==> src/rtl/regfile_arbiter_pkg.sv <==
// Shared types and defaults for the register-file arbiter and its round-robin helper.
package regfile_arbiter_pkg;

  localparam int unsigned NREQ   = 2;
  localparam int unsigned AW_DEF = 4;
  localparam int unsigned DW_DEF = 4;

  typedef enum logic {
    CLEAR = 1'b0,
    RUN   = 1'b1
  } state_t;

endpackage

==> src/rtl/regfile_arbiter_rr_arb2.sv <==
// Two-way round-robin grant: prio picks the winner only when both requesters are active.
module rr_arb2
  import regfile_arbiter_pkg::*;
(
  input  logic [NREQ-1:0] req,
  input  logic            prio,
  output logic [NREQ-1:0] gnt
);

  always_comb begin
    gnt = '0;
    if (req == 2'b11) begin
      gnt[prio] = 1'b1;
    end else begin
      gnt = req;
    end
  end

endmodule

==> src/rtl/regfile_arbiter.sv <==
// Shares a single-port register file between two requesters and walks every entry
// to clear it after reset and on command, since the file's own reset only clears one line.
module regfile_arbiter
  import regfile_arbiter_pkg::*;
#(
  parameter int unsigned AW = AW_DEF,
  parameter int unsigned DW = DW_DEF
) (
  input  logic          clk,
  input  logic          rst,
  input  logic          req0,
  input  logic          we0,
  input  logic [AW-1:0] addr0,
  input  logic [DW-1:0] wdata0,
  input  logic          req1,
  input  logic          we1,
  input  logic [AW-1:0] addr1,
  input  logic [DW-1:0] wdata1,
  output logic          gnt0,
  output logic          gnt1,
  output logic          rvalid0,
  output logic          rvalid1,
  output logic [DW-1:0] rdata,
  input  logic          clr_req,
  output logic          clr_busy,
  output logic          clr_done,
  output logic [AW-1:0] rf_addr,
  output logic [DW-1:0] rf_data,
  output logic          rf_en,
  output logic          rf_rst,
  input  logic [DW-1:0] rf_rout
);

  localparam logic [AW-1:0] CNT_MAX = AW'((2 ** AW) - 1);

  state_t          state_q, state_d;
  logic [AW-1:0]   clr_cnt_q, clr_cnt_d;
  logic            prio_q, prio_d;
  logic            rvalid0_q, rvalid1_q;
  logic            rd_issue0, rd_issue1;
  logic [NREQ-1:0] arb_gnt;

  rr_arb2 u_rr_arb2 (
    .req  ({req1, req0}),
    .prio (prio_q),
    .gnt  (arb_gnt)
  );

  // State, clear counter, priority pointer and read-valid flags
  always_ff @(posedge clk or negedge rst) begin
    if (!rst) begin
      state_q   <= CLEAR;
      clr_cnt_q <= '0;
      prio_q    <= 1'b0;
      rvalid0_q <= 1'b0;
      rvalid1_q <= 1'b0;
    end else begin
      state_q   <= state_d;
      clr_cnt_q <= clr_cnt_d;
      prio_q    <= prio_d;
      rvalid0_q <= rd_issue0;
      rvalid1_q <= rd_issue1;
    end
  end

  // Next-state and register-file drive
  always_comb begin
    state_d   = state_q;
    clr_cnt_d = clr_cnt_q;
    prio_d    = prio_q;
    gnt0      = 1'b0;
    gnt1      = 1'b0;
    rd_issue0 = 1'b0;
    rd_issue1 = 1'b0;
    clr_busy  = 1'b0;
    clr_done  = 1'b0;
    rf_addr   = addr0;
    rf_data   = wdata0;
    rf_en     = 1'b0;
    rf_rst    = 1'b0;

    case (state_q)
      CLEAR: begin
        rf_addr   = clr_cnt_q;
        rf_data   = '0;
        rf_en     = 1'b1;
        rf_rst    = 1'b1;
        clr_busy  = 1'b1;
        clr_cnt_d = clr_cnt_q + AW'(1);
        if (clr_cnt_q == CNT_MAX) begin
          clr_done  = 1'b1;
          clr_cnt_d = '0;
          state_d   = RUN;
        end
      end
      RUN: begin
        // A clear request pre-empts any pending access for this cycle
        if (clr_req) begin
          state_d   = CLEAR;
          clr_cnt_d = '0;
        end else if (arb_gnt[0]) begin
          gnt0      = 1'b1;
          rf_addr   = addr0;
          rf_data   = wdata0;
          rf_en     = we0;
          rd_issue0 = ~we0;
          prio_d    = 1'b1;
        end else if (arb_gnt[1]) begin
          gnt1      = 1'b1;
          rf_addr   = addr1;
          rf_data   = wdata1;
          rf_en     = we1;
          rd_issue1 = ~we1;
          prio_d    = 1'b0;
        end
      end
      default: state_d = CLEAR;
    endcase
  end

  assign rvalid0 = rvalid0_q;
  assign rvalid1 = rvalid1_q;
  assign rdata   = rf_rout;

endmodule

==> config.mk <==
export PLATFORM = sky130hd
export DESIGN_NAME = regfile_arbiter
export DESIGN_NICKNAME = d
export VERILOG_FILES = /design/src/rtl/regfile_arbiter_pkg.sv /design/src/rtl/regfile_arbiter_rr_arb2.sv /design/src/rtl/regfile_arbiter.sv
export SDC_FILE = /design/constraint.sdc
export NUM_CORES = 1
export LEC_CHECK = 0
export ABC_AREA = 1
export CORE_ASPECT_RATIO = 1.1
export CORE_MARGIN = 1.5
export CORE_UTILIZATION = 33
export DETAILED_ROUTE_END_ITERATION = 8
export GPL_TIMING_DRIVEN = 0
export PLACE_DENSITY = 0.86
export SYNTH_ARGS = -nofsm -noshare
export SYNTH_HDL_FRONTEND = slang
export SYNTH_SLANG_ARGS = --single-unit
==> constraint.sdc <==
create_clock -name clk -period 1.39 [get_ports clk]
set_input_delay 0.139 -clock clk [delete_from_list [all_inputs] [get_ports clk]]
set_output_delay 0.139 -clock clk [all_outputs]
set_load 0.02 [all_outputs]
==> results of run 1 <==
[cell type report]
cell class / count / area (um^2)
tap: 27 / 33.8
inverter: 12 / 60.1
clock buffer: 3 / 22.5
sequential: 8 / 200
multi-input combinational: 68 / 404
fill: 146 / 596
buffer: 6 / 48.8
timing repair buffer: 50 / 457
[power by group]
| group | leakage (uW) | internal (uW) | switching (uW) | total (uW) |
|---|---|---|---|---|
| sequential | 0.000100 | 327 | 75.9 | 403 |
| combinational | 0.000473 | 626 | 780 | 1410 |
| clock | 0.0000138 | 99.0 | 82.0 | 181 |
[per-stage QoR]
stage / instance area (um^2) / setup TNS [ns] / total power, uW
final: 1230 / -0.544 / 1990
after floorplan: 647 / 0 / 1140
after detailed placement: 1100 / -6.41 / 1650
after global placement: 1100 / -6.05 / 1610
after CTS: 1150 / -0.299 / 1870
after global routing: 1230 / -1.14 / 2140
[routing by layer]
| metal | GRT usage, % | up-vias | routed length, um |
|---|---|---|---|
| met3 | 7.04 | 0 | 215 |
| met1 | 20.9 | 360 | 854 |
| met2 | 32.6 | 41 | 1110 |
| met4 | 5.39 | 0 | 0 |
| met5 | 0 | - | 0 |
| li1 | - | 404 | - |
[placed cells by master (no fill, tap or decap), types with 2 or more instances in the layout]
master / count
buf_6: 6
nand2_2: 7
clkdlybuf4s50_1: 25
nor2_2: 4
o21ai_0: 6
buf_4: 19
nand3b_1: 3
o21ai_1: 2
clkbuf_4: 3
nor2_4: 4
nand2_1: 17
nor2_1: 8
inv_2: 2
dlygate4sd2_1: 4
dfrtp_1: 8
nand2_4: 3
nand3_1: 6
inv_1: 7
[critical path, stage by stage, from the launching register on]
cell	delay (ns)
dfrtp_1	0.39
inv_2	0.08
nand2_4	0.09
nand2_4	0.13
buf_6	0.11
o21ai_1	0.05
nor2_1	0.10
buf_4	0.15
[what timing repair did]
| action | 4_1_cts | 5_1_grt |
|---|---|---|
| pin swaps | 3 | 5 |
| endpoints found under the setup margin | 14 | 13 |
| buffers inserted | 5 | 3 |
| gates cloned | 1 | 0 |
| resized for setup | 71 | 22 |
[sequential cells by signal (all words and copies together), names as in the netlist]
| register | count |
|---|---|
| prio_q | 1 |
| clr_cnt_q | 4 |
| rvalid0 | 1 |
| rvalid1 | 1 |
| state_q | 1 |
[kinds of logic after synthesis]
| logic type | Yosys count | share of synthesized area, % |
|---|---|---|
| buffers and inverters | 18 | 15.7 |
| AOI/OAI and AO/OA | 12 | 10.8 |
| DFF | 8 | 30.9 |
| and+or+nand+nor | 54 | 40.6 |
| adders and majority gates | 1 | 1.93 |
[worst min path at each step]
stage | depth (start not counted) | endpoint | startpoint | slack (ns)
6_report | 1 | rvalid0$_DFF_PN0_ | rst | 0.17
5_1_grt | 1 | rvalid0$_DFF_PN0_ | rst | 0.19
4_1_cts | 1 | rvalid0$_DFF_PN0_ | rst | 0.17
3_5_place_dp | 1 | rvalid0$_DFF_PN0_ | rst | 0.45
3_3_place_gp | 1 | rvalid1$_DFF_PN0_ | rst | 0.45
2_1_floorplan | 0 | clr_cnt_q[0]$_DFFE_PN0P_ | rst | -0.16
==> impl.org, run 1 <==
** Outcome
- Result of the run :: complete, but fails checks
- Failing checks :: negative setup slack

** Critical path
- Worst Setup Start Kind :: flip-flop
- Of all nets on the critical path, the largest fanout is 8.
- The worst setup path is of the flip-flop to output pin kind.
- STA puts the critical path data arrival time at 1.36 ns.
- R2R cell count :: 6
- In this run the critical register-to-register path is launched from prio_q$_DFFE_PN0P_.
- The worst register-to-register path ends at rvalid1$_DFF_PN0_.
- Required time at the endpoint of the critical path :: 1.25 ns
- Register-to-register path setup slack :: 0.27 ns
- Critical Path End Type :: output pin
- The critical path starts at prio_q$_DFFE_PN0P_.
- The critical path ends at rf_data[3].

** Yosys
- Number of distinct library cells after synthesis :: 23
- Number of flops mapped to enable cells by yosys :: 0
- dfrtp_1 takes more of the synthesized area than any other cell.
- Area share of the largest cell type after synthesis :: 30.9%
- Most instantiated library cell after synthesis :: nand2_1
- In the synthesized netlist the async set-or-reset flop fraction comes to 100%.
- Yosys synthesis warning count :: 0
- #FFs+latches synth :: 8
- Among all flip-flop cells after synthesis, the most frequent one is dfrtp_1.
- Net count after synthesis :: 121
- Per-instance average area after synthesis :: 6.96 um^2
- After synthesis, flip-flops and latches occupy 30.9% of the total area.
- After synthesis the cells add up to 647 um^2.
- Sorting the synthesized cells by area gives the leading types as dfrtp_1 31%, nand2_1 14%, nor2_1 7.5%, buf_4 5.8%, nand3_1 5.4%.
- By count the netlist is led by 24 x nand2_1, 13 x nor2_1, 8 x dfrtp_1, 8 x inv_1.
- Synthesis handed over a netlist of 93 instances.

** STA
- After layout, the worst setup slack is -0.108 ns.
- Setup repair after global routing could not meet its margin everywhere.
- The worst pin sits at a relative slew slack of 74.5%.
- Number of endpoints failing setup at the final stage :: 8
- The smallest clock period supported by the final layout is computed as 1.50 ns.
- At the pin with the least slew margin, the transition time is 0.382 ns.
- For the final database, setup skew stands at 0.00126 ns.
- Final critical-path share of the clock period :: 108%
- Timing would allow up to 0.668 GHz.
- The number of pins with negative max-slew slack in the final report was 0.
- Fin. Hold Viols :: 0
- Across all hold checks on the routed design, the worst slack comes to 0.169 ns.

** GRT
- Global routing used 18.9% of the available tracks.
- The number of antenna violations at the first check in global routing is 0.
- First-pass GRT wire length :: 3.15 mm
- The via count of the first global-routing pass is 717.
- Overflow left after global routing :: 0
- Largest net degree at the start of global routing :: 12

** Placed design
- Buffers placed on the I/O ports in this run total 42.
- After detailed placement, the design holds a cell count of 162.
- Detailed Place HPWL :: 1.45 mm
- Timing analysis after detailed placement gives a worst setup slack of -0.608 ns.
- The congestion estimate from routability-driven global placement came to 0.814.

** Layout
- Number of antenna cells inserted :: 0
- Leaving out filler cells and counting taps, the final layout contains 174.
- Once layout is complete, the utilization of the core stands at 67.3%.
- Nets@finish :: 177
- Relative to the synthesized area, the layout overhead comes to 89.6%.
- Of the cells placed in the final design, the portion with a size suffix greater than 1 is 38.8%.

** Clocking
- Number of hold buffers added after cts :: 0
- Latest clock arrival within the worst-skew pair :: 0.25 ns
- The tree is rooted in a clkbuf_4.
- Clock buffers created by TritonCTS :: 3
- Counting along the longest clock path gives a buffer depth of 2.
- Number of clock sinks :: 8
- CTS built an H-tree with a depth of 1.
- CTS tree :: yes
- Clock Pin Slew Worst Setup and Hold Paths :: 0.06 ns

** Die
- The floorplan step defined a die boundary enclosing 2240 um^2.
- I/O pin count :: 47
- Die width :: 45.2 um
- Vertical die dimension :: 49.4 um
- Number of placement rows :: 16
- Once the floorplan was initialized, standard cells occupied 35.5% of the core.
- The total area inside the core boundary comes to 1820 um^2.

** Routing
- After the first detailed-routing iteration, the DRC count stood at 13.
- Total via count in the routed design :: 805
- TritonRoute pass-1 iters :: 4
- The final layout contains routed wiring with a total length of 2.18 mm.
- The count of nets left with antenna violations once routing finished came out at 0.
- Routed wire per std cell :: 12.5 um
- In the routed design, unresolved DRC markers number 0.
- Via density per instance :: 4.63

** Power
- Leakage component of the power :: 0.000586 uW
- Pwr dens :: 1620 nW/um^2
- Worst-case vdd ir drop :: 1.14 mV

** Worst hold path
- The tightest min-delay check is of the input port to async pin type.

** Job
- Max-cap viol count :: 0
Note: power is estimated with default switching activity, not from simulation.
==> run 2, diff against run 1 <==
--- a/config.mk
+++ b/config.mk
@@ -6,11 +6,15 @@
 export NUM_CORES = 1
 export LEC_CHECK = 0
 export ABC_AREA = 1
+export CAP_MARGIN = 20
+export CELL_PAD_IN_SITES_DETAIL_PLACEMENT = 2
+export CELL_PAD_IN_SITES_GLOBAL_PLACEMENT = 2
 export CORE_ASPECT_RATIO = 1.1
 export CORE_MARGIN = 1.5
-export CORE_UTILIZATION = 33
+export CORE_UTILIZATION = 16
 export DETAILED_ROUTE_END_ITERATION = 8
 export GPL_TIMING_DRIVEN = 0
+export MAX_ROUTING_LAYER = met4
 export PLACE_DENSITY = 0.86
 export SYNTH_ARGS = -nofsm -noshare
 export SYNTH_HDL_FRONTEND = slang
==> run 2 against run 1 <==
Against the previous run: clock-buffer cell count unchanged; flip-flop and latch count did not move; die area grew 98%; the flow still finishes with violations (negative setup slack).
==> impl.org, run 2 (synthesized netlist as in run 1, its figures left out) <==
** Outcome
- Result of the run :: complete, but fails checks
- Failing checks :: negative setup slack

** Clocking
- The cts-stage hold buffer count came to 0 (unchanged).
- Clock buffers created by TritonCTS :: 3 (unchanged)
- CTS tree :: yes
- The maximum level of the CTS H-tree was 1 (unchanged).
- The clock edge transition at the registers on the reported setup and hold paths was 0.04 ns (-0.02 ns).
- Number of clock sinks :: 8 (unchanged)
- The clock latency of the later-clocked register in the worst-skew pair came to 0.23 ns (-0.02 ns).
- Root buffer selected by CTS :: clkbuf_8
- The buffer levels on the longest clock path was 2 (unchanged).

** Job
- Max-cap viol count :: 0 (unchanged)

** Placed design
- The sum of net half-perimeters after detailed placement came to 2.16 mm (+49%).
- The placement-stage worst setup slack was -0.644 ns (-0.0357 ns).
- The cell count after placement was 187 (+15%).
- PortBufs :: 42 (unchanged)
- Final RePlAce weighted congestion :: 0.726 (-11%)

** STA
- The final clock period utilization by the worst path came to 107% (-1.0 points).
- The minimum clock period is 1.48 ns (-0.0140 ns).
- Setup repair after global routing missed its margin :: yes
- Max Transition Viols Final :: 0 (unchanged)
- Final setup margin :: -0.0941 ns (+0.0140 ns)
- Setup tns final :: -0.571 ns (-0.0274 ns)
- The number of endpoints failing setup at the final stage came to 9 (+1).
- Rel. slew slack :: 71.7% (-2.8 points)
- The worst clock skew came to 0.00446 ns (+0.00320 ns).
- The actual slew at the worst max-slew pin was 0.424 ns (+0.0423 ns).
- Fin. Hold Viols :: 0 (unchanged)
- The maximum frequency from static timing analysis came to 0.674 GHz (+0.94%).

** Worst hold path
- Worst hold path class :: input port to async pin

** Layout
- Max FFs per register :: 4 (unchanged)
- The area of all sequential standard cells came to 200 um^2 (unchanged).
- Number of antenna cells inserted :: 0 (unchanged)
- The number of standard cells in the layout, taps in and fillers out came to 205 (+18%).
- Nets@finish :: 183 (+3.4%)
- The core occupancy in the finished layout is 35.5% (-32 points).
- The library cell used most frequently in the layout, excluding fill and tap cells, is buf_4.
- The area of the multi-input gates is 458 um^2 (+13%).
- Layout Area Growth over Synthesis :: 116%
- Most used cells in the layout excluding fill and tap cells :: 26 x buf_4, 25 x clkdlybuf4s50_1, 17 x nand2_1
- Largest register by flop count :: clr_cnt_q
- Fillers :: 454 (+210%)
- Ratio of cells with drive above 1 in the final layout :: 44.4% (+5.7 points)

** Die
- The full die area came to 4430 um^2 (+98%).
- Die width :: 63.6 um (+41%)
- The core footprint came to 3930 um^2 (+120%).
- The initial standard-cell utilization of the core is 16.4% (-19 points).
- The row count came to 24 (+8).
- The number of top-level pins came to 47 (unchanged).
- Vertical die dimension :: 69.7 um (+41%)

** GRT
- The via count of the first global-routing pass is 1035 (+44%).
- The largest net degree at the start of global routing is 12 (unchanged).
- The overall routing resource usage is 14.9% (-4.0 points).
- The first-pass GRT wire length is 4.99 mm (+59%).
- The number of antenna violations at the first check in global routing is 0 (unchanged).
- The total global routing overflow came to 0 (unchanged).

** Critical path
- Among the stages of the critical path, the cell type that occurs most often is nand2_8.
- Cells traversed along the worst timing path :: inv_2 -> nand2_8 -> nand2_8 -> clkinv_8 -> nor2_2 -> nor2_1 -> buf_4
- The worst setup path is captured at an output pin.
- The data required time at the worst endpoint came to 1.25 ns (about the same).
- Combined buffer and inverter count along the critical path :: 3 (unchanged)
- Worst-path maximum fanout :: 8 (unchanged)
- The worst setup path is of the flip-flop to output pin kind.
- The worst path arrival time came to 1.35 ns (about the same).
- The worst-case register-to-register setup slack came to 0.18 ns (-0.09 ns).
- STA classifies the critical path startpoint as a flip-flop.
- For this design, the slowest cell found on the critical path is dfrtp_1.
- Cell class contributing the biggest share of worst-path delay :: flip-flops
- The biggest cell delay along the critical path is 0.38 ns (about the same).

** Power
- Power dissipated by switching net loads :: 1060 uW (+13%)
- Pwr dens :: 1650 nW/um^2 (+1.8%)
- Leakage component of the power :: 0.000636 uW (+8.4%)
- The net switching share of the total power came to 46.0% (-1.1 points).
- Internal power :: 1240 uW (+18%)
- Clock network fraction of total power :: 12.5% (+3.4 points)
- The peak supply drop was 0.615 mV (-46%).
- The part of the total power dissipated in combinational logic came to 70.0% (-0.7 points).
- Part of the power in registers :: 17.5% (-2.7 points)

** Routing
- Total via count in the routed design :: 870 (+8.1%)
- The detailed-route vias per instance came to 4.24 (-8.3%).
- The remaining design rule violation count was 0 (unchanged).
- The routed wirelength normalized by instance count is 15.4 um (+23%).
- The count of routing violations after the opening detailed-route iteration is 26 (+13).
- The first-pass iteration count of the detailed router came to 2 (-2).
- DRT antenna net count :: 0 (unchanged)
- Wire length after detailed routing :: 3.16 mm (+45%)
[run 2: cell count changes in the layout (fill, tap and decap cells not counted), moves of 2 or more]
cell	delta
clkbuf_4	-3
nor2_4	+2
buf_4	+7
nand2_8	+2
nand3_1	-3
clkbuf_8	+3
nand3_2	+3
[run 2: metrics by stage]
stage | cell area (um^2) | total power [uW] | hold slack, ns
finish | 1400 | 2300 | 0.210
CTS | 1290 | 2160 | 0.215
global placement | 1130 | 1640 | 0.460
global route | 1400 | 2500 | 0.239
detailed placement | 1130 | 1720 | 0.469
floorplan | 647 | 1140 | -0.157
[run 2: final timing paths]
check,startpoint,endpoint,cells past startpoint
worst max-delay path,prio_q$_DFFE_PN0P_,rf_data[2],7
max in group asynchronous,rst,rvalid1$_DFF_PN0_,1
min in group clk,req1,prio_q$_DFFE_PN0P_,4
worst min-delay path,rst,clr_cnt_q[0]$_DFFE_PN0P_,1
worst max register to register,prio_q$_DFFE_PN0P_,rvalid1$_DFF_PN0_,7
worst min register to register,clr_cnt_q[3]$_DFFE_PN0P_,clr_cnt_q[3]$_DFFE_PN0P_,2
[run 2: cell type report]
cell class | count | area share (%)
Sequential cell | 8 | 14.3
Timing Repair Buffer | 56 | 37.2
Inverter | 12 | 4.48
Buffer | 6 | 3.50
Tap cell | 52 | 4.66
Multi-Input combinational cell | 68 | 32.8
Clock buffer | 3 | 2.96
[run 2: power by group through the flow]
stage / logic (uW) / clock network (uW) / registers, uW
3_3_place_gp: 1240 / 0 / 398
5_1_grt: 1770 / 305 / 422
3_5_place_dp: 1310 / 0 / 415
6_report: 1610 / 287 / 404
4_1_cts: 1450 / 298 / 404
2_1_floorplan: 750 / 0 / 391
[run 2: per-layer routing]
layer / track usage (%) / routed length, um / vias up
li1: - / - / 412
met1: 14.7 / 1150 / 417
met2: 29.2 / 1800 / 37
met3: 2.76 / 160 / 4
met4: 3.62 / 53 / 0
met5: - / 0 / -
[run 2: worst register-to-register path: cells and delay by family (launching register included)]
family	cells	cell delay, ns
flip-flops	1	0.36
buffers and inverters	4	0.45
AND/OR/NAND/NOR	3	0.33
[run 2: timing repair]
action                                  CTS  global route
pin swaps                                10             9
endpoints found under the setup margin   14            12
setup buffers                             7             7
resized for setup                        87            15
gates cloned                              1             0
==> run 3, diff against run 2 <==
--- a/config.mk
+++ b/config.mk
@@ -16,6 +16,8 @@
 export GPL_TIMING_DRIVEN = 0
 export MAX_ROUTING_LAYER = met4
 export PLACE_DENSITY = 0.86
+export REMOVE_ABC_BUFFERS = 1
+export SLEW_MARGIN = 20
 export SYNTH_ARGS = -nofsm -noshare
 export SYNTH_HDL_FRONTEND = slang
 export SYNTH_SLANG_ARGS = --single-unit
==> run 3 against run 2 <==
Against the previous run: the flow still finishes with violations (negative setup slack); die area unchanged; first-iteration DRC count decreased by 23%; clock skew increased by 0.0031 ns; hold slack got worse by 0.013 ns; critical endpoint is now rf_addr[2]; clock-buffer cell count unchanged; sequential share of layout area increased by 1.5 points; non-clock buffer count decreased by 10; combinational power decreased by 8%; via count decreased by 5.5%; maximum frequency decreased by 1.7%; design area decreased by 9.1%; total power decreased by 5.0%.
==> impl.org, run 3 (synthesized netlist as in run 1, its figures left out) <==
** Power
- The clock group share of total power is 13.2% (+0.7 points).
- The share of total power in sequential cells came to 19.1% (+1.6 points).
- The net switching share of the total power was 46.5% (+0.52 points).
- Power dissipated by switching net loads :: 1020 uW (-3.9%)
- The internal portion of total power came to 1170 uW (-5.9%).
- Pwr dens :: 1730 nW/um^2 (+4.6%)
- The leakage power figure came to 0.000581 uW (-8.7%).
- Logic pwr share :: 67.7% (-2.3 points)
- The peak supply drop is 0.377 mV (-39%).

** Routing
- The routed wirelength normalized by instance count was 14.8 um (-4.1%).
- Wire length after detailed routing :: 2.88 mm (-8.8%)
- The antenna violation net count after detailed routing came to 0 (unchanged).
- DRC violation count after routing :: 0 (unchanged)
- Via density per instance :: 4.22 (-0.67%)
- Total via count in the routed design :: 822 (-5.5%)
- The first-pass iteration count of the detailed router came to 4 (+2).
- The count of routing violations after the opening detailed-route iteration is 20 (-23%).

** Critical path
- STA classifies the critical path startpoint as a flip-flop.
- Kind of critical path :: flip-flop to output pin
- STA classifies the critical path endpoint as an output pin.
- Critical path's slowest cell :: dfrtp_1
- The worst path arrival time came to 1.37 ns (+0.02 ns).
- Walking the worst path, the cells encountered are inv_2 -> nand2_8 -> nand2_8 -> buf_4 -> nand2_2 -> nand3_1 -> nand2_1 -> buf_6.
- Worst-path maximum fanout :: 7 (-1)
- Delay contributed by the slowest stage of the critical path :: 0.38 ns (about the same)
- Required time at the endpoint of the critical path :: 1.25 ns (about the same)
- In this design, the critical path's most frequently occurring cell is nand2_8.

** Die
- Vertical die dimension :: 69.7 um (unchanged)
- Initial Utilization :: 16.4% (unchanged)
- Die width :: 63.6 um (unchanged)
- The full die area came to 4430 um^2 (unchanged).
- The row count was 24 (unchanged).
- The core footprint was 3930 um^2 (unchanged).
- I/O pin count :: 47 (unchanged)

** Layout
- Area of combinational cells with multiple inputs :: 432 um^2 (-5.7%)
- Nets@finish :: 173 (-5.5%)
- The number of inserted filler cells in the final layout came to 459 (+1.1%).
- Ratio of cells with drive above 1 in the final layout :: 37.8% (-6.7 points)
- Layout Area Growth over Synthesis :: 95.9%
- Most used cells in the layout excluding fill and tap cells :: 21 x clkdlybuf4s50_1, 20 x buf_4, 18 x nand2_1
- Cell area after layout :: 1270 um^2 (-9.1%)
- Commonest non-fill, non-tap cell in the layout :: clkdlybuf4s50_1
- Area of all sequential standard cells :: 201 um^2 (+0.62%)
- More flip-flops sit in one register than any other, and that register is clr_cnt_q.
- Max FFs per register :: 4 (unchanged)
- The antenna diode count was 0 (unchanged).

** STA
- Setup repair after global routing missed its margin :: yes
- Slew at the pin with the worst max-slew slack :: 0.393 ns (-0.0311 ns)
- Worst-case hold slack :: 0.196 ns (-0.0133 ns)
- Rel. slew slack :: 73.7% (+2.1 points)
- Worst clock skew on the final layout :: 0.00757 ns (+0.00311 ns)
- Fin. Hold Viols :: 0 (unchanged)
- Tmin final :: 1.51 ns (+0.0259 ns)
- The number of pins with negative max-slew slack in the final report is 0 (unchanged).
- The final clock period utilization by the worst path came to 109% (+1.9 points).
- Final setup margin :: -0.120 ns (-0.0259 ns)
- The maximum frequency from static timing analysis was 0.662 GHz (-1.7%).
- The number of endpoints failing setup at the final stage was 9 (unchanged).

** Clocking
- The tree is rooted in a clkbuf_8.
- The cts-stage hold buffer count was 0 (unchanged).
- CTS tree :: yes
- The TritonCTS buffer count is 3 (unchanged).
- Latest clock arrival within the worst-skew pair :: 0.23 ns (about the same)
- The buffer levels on the longest clock path came to 2 (unchanged).
- Number of clock sinks :: 8 (unchanged)
- H-Tree Depth :: 1 (unchanged)
- Clock Pin Slew Worst Setup and Hold Paths :: 0.05 ns (about the same)

** GRT
- First-pass GRT wire length :: 4.71 mm (-5.7%)
- Via count of the first global-routing pass :: 942 (-9.0%)
- All-Layer GR Usage :: 14.1% (-0.81 points)
- Number of antenna violations at the first check in global routing :: 0 (unchanged)
- The total global routing overflow was 0 (unchanged).
- The largest net degree at the start of global routing is 12 (unchanged).

** Outcome
- Failing checks :: negative setup slack
- Result of the run :: complete, but fails checks

** Placed design
- Placed cell areas :: 1040 um^2 (-7.8%)
- Final RePlAce weighted congestion :: 0.732 (+0.77%)
- The placement-stage worst setup slack was -0.681 ns (-0.0376 ns).
- The total of buffers placed on input and output ports is 38 (-9.5%).
- Detailed Place HPWL :: 1.88 mm (-13%)

** Job
- Max-cap viol count :: 0 (unchanged)

** Worst hold path
- Worst hold path class :: input port to async pin
==> run 3: metrics by stage <==
| stage | power, uW | TNS, ns | std cells | utilization, % |
|---|---|---|---|---|
| floorplan | 1080 | 0 | 87 | - |
| global placement | 1560 | -6.79 | 177 | 26.5 |
| detailed placement | 1640 | -7.19 | 177 | 26.5 |
| CTS | 2120 | -0.789 | 193 | 31.1 |
| global route | 2360 | -1.40 | 195 | 32.2 |
| finish | 2190 | -0.751 | 195 | 32.2 |
==> run 3: critical path: cells and delay by family (launching register included) <==
family | cells | cell delay [ns]
DFF | 1 | 0.38
and+or+nand+nor | 5 | 0.39
buffers and inverters | 3 | 0.35
==> run 3: timing repair <==
item	4_1_cts	5_1_grt
gates cloned	1	0
pin swaps	8	7
resized for setup	81	9
buffers inserted	12	2
endpoints found under the setup margin	14	12
==> run 3: worst paths after layout <==
| check | depth (start not counted) | slack [ns] | startpoint | end |
|---|---|---|---|---|
| hold reg to reg | 2 | 0.56 | clr_cnt_q[3]$_DFFE_PN0P_ | clr_cnt_q[3]$_DFFE_PN0P_ |
| setup / recovery | 8 | -0.12 | prio_q$_DFFE_PN0P_ | rf_addr[2] |
| min in group clk | 0 | 0.28 | rf_rout[2] | rdata[2] |
| setup reg to reg | 7 | 0.23 | prio_q$_DFFE_PN0P_ | rvalid1$_DFF_PN0_ |
| max in group asynchronous | 1 | 0.88 | rst | state_q$_DFF_PN0_ |
| hold / removal | 1 | 0.20 | rst | rvalid0$_DFF_PN0_ |
==> run 3: area by class of cell <==
class / count / area share, %
Inverter: 12 / 4.74
Sequential cell: 8 / 15.9
Tap cell: 52 / 5.13
Multi-Input combinational cell: 68 / 34.1
Clock buffer: 3 / 3.26
Timing Repair Buffer: 52 / 36.9
==> run 3: power by group through the flow <==
stage	Clock (uW)	Combinational [uW]	Sequential, uW
2_1_floorplan	0	669	412
3_3_place_gp	0	1130	436
3_5_place_dp	0	1180	452
4_1_cts	286	1410	422
5_1_grt	302	1620	436
6_report	288	1480	419
==> run 3: metal layers <==
layer  global-route usage, %  wire length [um]  up-vias
met5                       -                 0        -
met4                    2.90                25        0
met3                    4.22               167        5
met2                    28.2              1730       30
met1                    12.7               958      395
li1                        -                 -      392
